==> src/rtl/hack_alu_pkg.sv <==
// -----------------------------------------------------------------------------
// hack_alu_pkg
// Shared types and constants for the hack_n2t arithmetic path.
//   serial_add_state_t : sequencer states of the bit-serial adder
//   OP_ADD / OP_SUB    : encoding of the op_sub request field
// -----------------------------------------------------------------------------
package hack_alu_pkg;

    typedef enum logic [1:0] {
        IDLE  = 2'd0,
        SHIFT = 2'd1,
        DONE  = 2'd2
    } serial_add_state_t;

    localparam logic OP_ADD = 1'b0;
    localparam logic OP_SUB = 1'b1;

endpackage : hack_alu_pkg

==> src/rtl/full_adder.sv <==
// -----------------------------------------------------------------------------
// full_adder
// One-bit combinational full adder used as the bit slice of serial_add_seq.
// Ports:
//   a, b  : operand bits
//   cin   : carry in
//   sum   : a ^ b ^ cin
//   cout  : carry out
// -----------------------------------------------------------------------------
module full_adder (
    input  logic a,
    input  logic b,
    input  logic cin,
    output logic sum,
    output logic cout
);

    logic prop_s;

    assign prop_s = a ^ b;
    assign sum    = prop_s ^ cin;
    assign cout   = (a & b) | (cin & prop_s);

endmodule : full_adder

==> src/rtl/serial_add_seq.sv <==
// -----------------------------------------------------------------------------
// serial_add_seq
// Bit-serial add/subtract sequencer. A single full_adder is stepped over WIDTH
// cycles, LSB first, with a carry flip-flop linking consecutive bits.
// Subtraction is A + ~B + 1: the inverted B is latched and the carry flip-flop
// is preset to 1 at accept.
//
// Ports:
//   clk, rst_n               : clock (rising edge), async active-low reset
//   abort                    : (only with SERIAL_ADD_SEQ_ABORT_EN) discard the
//                              operation in flight
//   start_valid/start_ready  : request handshake carrying op_a, op_b, op_sub
//   res_valid/res_ready      : result handshake
//   result                   : sum / difference (modulo 2^WIDTH)
//   carry_out                : carry out of the MSB (subtract: 1 = no borrow)
//   overflow                 : signed overflow
//   zero, neg                : result == 0, result MSB (0 unless res_valid)
//   busy                     : sequencer not idle
//
// Optional feature macro: SERIAL_ADD_SEQ_ABORT_EN adds the abort input.
// -----------------------------------------------------------------------------
module serial_add_seq
    import hack_alu_pkg::*;
#(
    parameter int WIDTH = 16,
    parameter int CNT_W = $clog2(WIDTH)
) (
    input  logic             clk,
    input  logic             rst_n,
`ifdef SERIAL_ADD_SEQ_ABORT_EN
    input  logic             abort,
`endif
    input  logic             start_valid,
    output logic             start_ready,
    input  logic [WIDTH-1:0] op_a,
    input  logic [WIDTH-1:0] op_b,
    input  logic             op_sub,
    output logic             res_valid,
    input  logic             res_ready,
    output logic [WIDTH-1:0] result,
    output logic             carry_out,
    output logic             overflow,
    output logic             zero,
    output logic             neg,
    output logic             busy
);

    serial_add_state_t state_r;
    serial_add_state_t state_nx_s;

    logic [WIDTH-1:0] a_sr_r;
    logic [WIDTH-1:0] b_sr_r;
    logic [WIDTH-1:0] result_r;
    logic [WIDTH-1:0] result_nx_s;
    logic             cy_r;
    logic [CNT_W-1:0] cnt_r;
    logic             carry_out_r;
    logic             overflow_r;
    logic             zero_r;
    logic             neg_r;
    logic             sum_s;
    logic             carry_s;
    logic             last_bit_s;
    logic             abort_s;

`ifdef SERIAL_ADD_SEQ_ABORT_EN
    assign abort_s = abort;
`else
    assign abort_s = 1'b0;
`endif

    full_adder u_full_adder (
        .a    (a_sr_r[0]),
        .b    (b_sr_r[0]),
        .cin  (cy_r),
        .sum  (sum_s),
        .cout (carry_s)
    );

    // The edge where cnt == WIDTH-1 consumes the operand MSBs.
    assign last_bit_s  = (cnt_r == CNT_W'(WIDTH - 1));
    assign result_nx_s = {sum_s, result_r[WIDTH-1:1]};

    // State register.
    always_ff @(posedge clk or negedge rst_n) begin
        if (!rst_n) begin
            state_r <= IDLE;
        end else begin
            state_r <= state_nx_s;
        end
    end

    // Next-state logic; abort wins over res_ready, and DONE never accepts.
    always_comb begin
        state_nx_s = state_r;
        case (state_r)
            IDLE: begin
                if (start_valid) begin
                    state_nx_s = SHIFT;
                end else begin
                    state_nx_s = IDLE;
                end
            end
            SHIFT: begin
                if (abort_s) begin
                    state_nx_s = IDLE;
                end else if (last_bit_s) begin
                    state_nx_s = DONE;
                end else begin
                    state_nx_s = SHIFT;
                end
            end
            DONE: begin
                if (abort_s || res_ready) begin
                    state_nx_s = IDLE;
                end else begin
                    state_nx_s = DONE;
                end
            end
            default: begin
                state_nx_s = IDLE;
            end
        endcase
    end

    // Operand shift registers, carry flip-flop, bit counter and result flags.
    always_ff @(posedge clk or negedge rst_n) begin
        if (!rst_n) begin
            a_sr_r      <= {WIDTH{1'b0}};
            b_sr_r      <= {WIDTH{1'b0}};
            result_r    <= {WIDTH{1'b0}};
            cy_r        <= 1'b0;
            cnt_r       <= {CNT_W{1'b0}};
            carry_out_r <= 1'b0;
            overflow_r  <= 1'b0;
            zero_r      <= 1'b0;
            neg_r       <= 1'b0;
        end else begin
            case (state_r)
                IDLE: begin
                    if (start_valid) begin
                        a_sr_r <= op_a;
                        b_sr_r <= (op_sub == OP_SUB) ? ~op_b : op_b;
                        cy_r   <= op_sub;
                        cnt_r  <= {CNT_W{1'b0}};
                        zero_r <= 1'b0;
                        neg_r  <= 1'b0;
                    end
                end
                SHIFT: begin
                    if (abort_s) begin
                        cy_r  <= 1'b0;
                        cnt_r <= {CNT_W{1'b0}};
                    end else begin
                        a_sr_r   <= {1'b0, a_sr_r[WIDTH-1:1]};
                        b_sr_r   <= {1'b0, b_sr_r[WIDTH-1:1]};
                        result_r <= result_nx_s;
                        cy_r     <= carry_s;
                        cnt_r    <= cnt_r + CNT_W'(1);
                        if (last_bit_s) begin
                            // cy_r is the carry into the MSB here.
                            carry_out_r <= carry_s;
                            overflow_r  <= cy_r ^ carry_s;
                            zero_r      <= (result_nx_s == {WIDTH{1'b0}});
                            neg_r       <= sum_s;
                            cnt_r       <= {CNT_W{1'b0}};
                        end
                    end
                end
                DONE: begin
                    if (abort_s) begin
                        cy_r   <= 1'b0;
                        cnt_r  <= {CNT_W{1'b0}};
                        zero_r <= 1'b0;
                        neg_r  <= 1'b0;
                    end else if (res_ready) begin
                        zero_r <= 1'b0;
                        neg_r  <= 1'b0;
                    end
                end
                default: begin
                    cy_r  <= 1'b0;
                    cnt_r <= {CNT_W{1'b0}};
                end
            endcase
        end
    end

    assign start_ready = (state_r == IDLE);
    assign res_valid   = (state_r == DONE);
    assign busy        = (state_r != IDLE);
    assign result      = result_r;
    assign carry_out   = carry_out_r;
    assign overflow    = overflow_r;
    assign zero        = zero_r;
    assign neg         = neg_r;

endmodule : serial_add_seq

==> config.mk <==
export PLATFORM = sky130hd
export DESIGN_NAME = serial_add_seq
export DESIGN_NICKNAME = d
export VERILOG_FILES = /design/src/rtl/hack_alu_pkg.sv /design/src/rtl/full_adder.sv /design/src/rtl/serial_add_seq.sv
export SDC_FILE = /design/constraint.sdc
export NUM_CORES = 1
export LEC_CHECK = 0
export ABC_AREA = 0
export ABC_CLOCK_PERIOD_IN_PS = 2500
export CAP_MARGIN = 20
export CORE_ASPECT_RATIO = 0.75
export CORE_MARGIN = 2
export CORE_UTILIZATION = 45
export CTS_BUF_LIST = sky130_fd_sc_hd__clkbuf_16
export DETAILED_ROUTE_END_ITERATION = 12
export GPL_TIMING_DRIVEN = 0
export PLACE_DENSITY = 0.73
export REMOVE_ABC_BUFFERS = 1
export SLEW_MARGIN = 10
export SYNTH_ARGS = -nofsm -noshare
export SYNTH_HDL_FRONTEND = slang
export SYNTH_SLANG_ARGS = --single-unit
==> constraint.sdc <==
create_clock -name clk -period 2.5 [get_ports clk]
set_input_delay 0.5 -clock clk [delete_from_list [all_inputs] [get_ports clk]]
set_output_delay 0.5 -clock clk [all_outputs]
set_load 0.1 [all_outputs]
==> flow_summary.yaml <==
clock_network:
  clock_latency_ns: 0.32
  cts_made_buffers: 9
  clkSinkCount: 59
  clockBufferDepth: 2
  tritoncts: "built"
  hold_buffers: 0
  htree_levels: 3
  ctsResizeCount: 12
  cts_root_buffer: "clkbuf_16"
  cts_setup_buffers: 0
  path_clk_slew_ns: 0.05
placed_design:
  numPortBuffers: 59
  dp_hpwl_um: 4120
  place_congestion: 0.733
power_and_ir_drop:
  p_sw_mw: 2.61
  swShare_pct: 45.2
  p_int_mw: 3.16
  clkPwrFrac_pct: 23.9
  p_seq_share_pct: 30.3
  power_frac_comb_pct: 45.8
  power_density_mw_per_mm2: 1490
  cellLeakagePower_nw: 1.78
  peakVddDrop_mv: 0.576
cells_and_area:
  regArea_mm2: 0.00148
  finalCoreUtilization_pct: 61.4
  final_cell_mix: "nand2_1 (69), dfrtp_1 (57), clkdlybuf4s50_1 (54)"
  multi_input_area_mm2: 0.00131
  area_growth_pct: 31.5
  drive_above_1_share_pct: 7.48
  num-nets-final: 395
  n_antenna_cell: 0
  final_common_cell: "nand2_1"
  n_fill_cell: 533
detailed_routing:
  drc_errors: 0
  final_antenna_net_count: 0
  wl_per_cell_um: 14.4
  drt-pass1-iter-count: 4
  drtIter0Drc: 113
  vias: 2354
  via_per_inst: 5.33
  routed_wl_um: 6350
logic_synthesis:
  synth_area_mm2: 0.00295
  synth-seq-area-share_pct: 50.0
  synthDistinctLibCells: 35
  synthFlopType: "dfrtp_1"
  avgSynthCellArea_um2: 9.64
  ys_warn_count: 0
  ys_ff_latch: 59
  ys_async_sr_fraction_pct: 100
  synth_edf_count: 0
  synthCells: 306
setup_path:
  cpMaxStageDelayCell: "clkdlybuf4s50_1"
  worstReg2RegStart: "state_r[0]"
  cp-end-kind: "output pin"
  r2r_cells: 4
  cpPeakStageDelay_ns: 1.17
  crit_fanout: 4
  worstPathArrival_ns: 1.92
  cp.required_ns: 2.00
  crit_type: "register to output pin"
  critPathLaunchType: "register"
  critical_path.cell_chain: "clkdlybuf4s50_1"
  cp-startpoint: "result[12]"
  reg2reg_setup_slack_ns: 0.38
  cp_top_family: "buffers and inverters"
  critical_path_buf_inv_count: 1
  regToRegEndpoint: "a_sr_r[1]"
global_routing:
  grt_pass1_wl_um: 10500
  antenna_found_initial: 0
  grt_overflow: 0
  grt_util_all_layers_pct: 18.4
  first_global_vias: 2238
  grt_max_degree: 60
floorplanning:
  ios: 60
  die_x_um: 97.5
  initial_utilization_pct: 46.7
  fp.dieH_um: 74.1
  core_mm2: 0.00632
  die_area_mm2: 0.00723
  fp-row-count: 25
sta:
  fin_crit_sh_pct: 96.8
  fin_skew_ns: 0.00353
  relSlewSlack_pct: 33.9
  fin_crit_ns: 2.42
  tightest_slew_ns: 0.988
  setup_violations: 0
  report.final.hold_viol_count: 0
  grt_setup_unrepaired: "no"
  setup_tns_ns: 0
  drv_slew: 0
  fmax_ghz: 0.413
run:
  max_cap_viol_count: 0
outcome:
  status: "finished clean"
worst_hold_path:
  worstHoldPathType: "primary input to async pin"
stage by stage:
stage	setup slack, ns	instances	hold WS [ns]	instance area (µm²)	power [mW]
after floorplan	-0.931	284	0.204	2800	3.66
after global placement	-0.988	424	0.459	3490	4.28
after detailed placement	-0.576	426	0.468	3530	4.40
after CTS	0.0722	442	0.275	3880	5.80
after global routing	0.0281	442	0.313	3880	6.09
final	0.0792	442	0.240	3880	5.77
power by group through the flow:
stage | logic (mW) | registers (mW) | clock network [mW]
final | 2.65 | 1.75 | 1.38
after global routing | 2.84 | 1.81 | 1.44
after CTS | 2.66 | 1.74 | 1.39
after detailed placement | 2.65 | 1.75 | 0
after global placement | 2.56 | 1.73 | 0
after floorplan | 1.04 | 2.63 | 0
how the worst max path moves through the flow:
stage                      end  slack (ns)  depth (start not counted)
floorplan                 busy       -0.93                          2
finish              result[12]        0.08                          1
global route        result[12]        0.03                          1
global placement    a_sr_r[11]       -0.99                          1
detailed placement         neg       -0.58                          4
CTS                 result[12]        0.07                          1
registers in the layout, indices dropped and copies added (netlist names):
register	flops
a_sr_r	16
b_sr_r	16
result	16
cnt_r	4
state_r	2
carry_out	1
cy_r	1
neg	1
overflow	1
zero	1
per-layer routing:
| layer | routed length, µm | part of all wire, % | vias to the layer above | GRT usage, % |
|---|---|---|---|---|
| met5 | 0 | 0 | - | 0 |
| met4 | 67 | 1.1 | 0 | 6.64 |
| met3 | 347 | 5.5 | 8 | 5.73 |
| met2 | 2950 | 46 | 66 | 29.1 |
| met1 | 2990 | 47 | 1137 | 24.4 |
| li1 | - | - | 1143 | - |
synth_stat cells (2+ instances only):
master / number / area share (%)
mux2i_1: 16 / 5.4
o22ai_1: 3 / 0.64
clkbuf_1: 4 / 0.51
buf_6: 4 / 1.5
xor2_1: 17 / 5.0
buf_2: 7 / 1.2
a22oi_1: 15 / 3.8
nand2b_1: 4 / 0.85
buf_4: 7 / 1.8
o21ai_0: 17 / 2.9
nor2_1: 2 / 0.25
nor4_1: 3 / 0.64
dfrtp_1: 59 / 50
nand3_1: 3 / 0.51
a21oi_1: 16 / 2.7
o21ai_1: 21 / 3.6
inv_1: 6 / 0.76
nand2_1: 69 / 8.8
nor2b_1: 17 / 3.6
kinds of logic (layout without fill, tap and decap cells):
logic type      after synthesis  after routing  share of synthesized area, %
mux                          18             18                          6.19
fa+ha+maj                     2              2                          1.10
simple gates                103            103                          16.1
xor+xnor                     18             18                          5.34
flops                        59             59                          50.0
buf+inv                      28             83                          5.77
compound gates               78             78                          15.5
cell type report:
type                       count  area share (%)
clock inverter                 7            2.77
multi-input combinational    219            33.8
tap                           81            2.61
sequential                    59            38.1
clock buffer                   9            5.80
inverter                       6           0.580
timing repair buffer          61            16.3
Note: power is estimated with default switching activity, not from simulation.
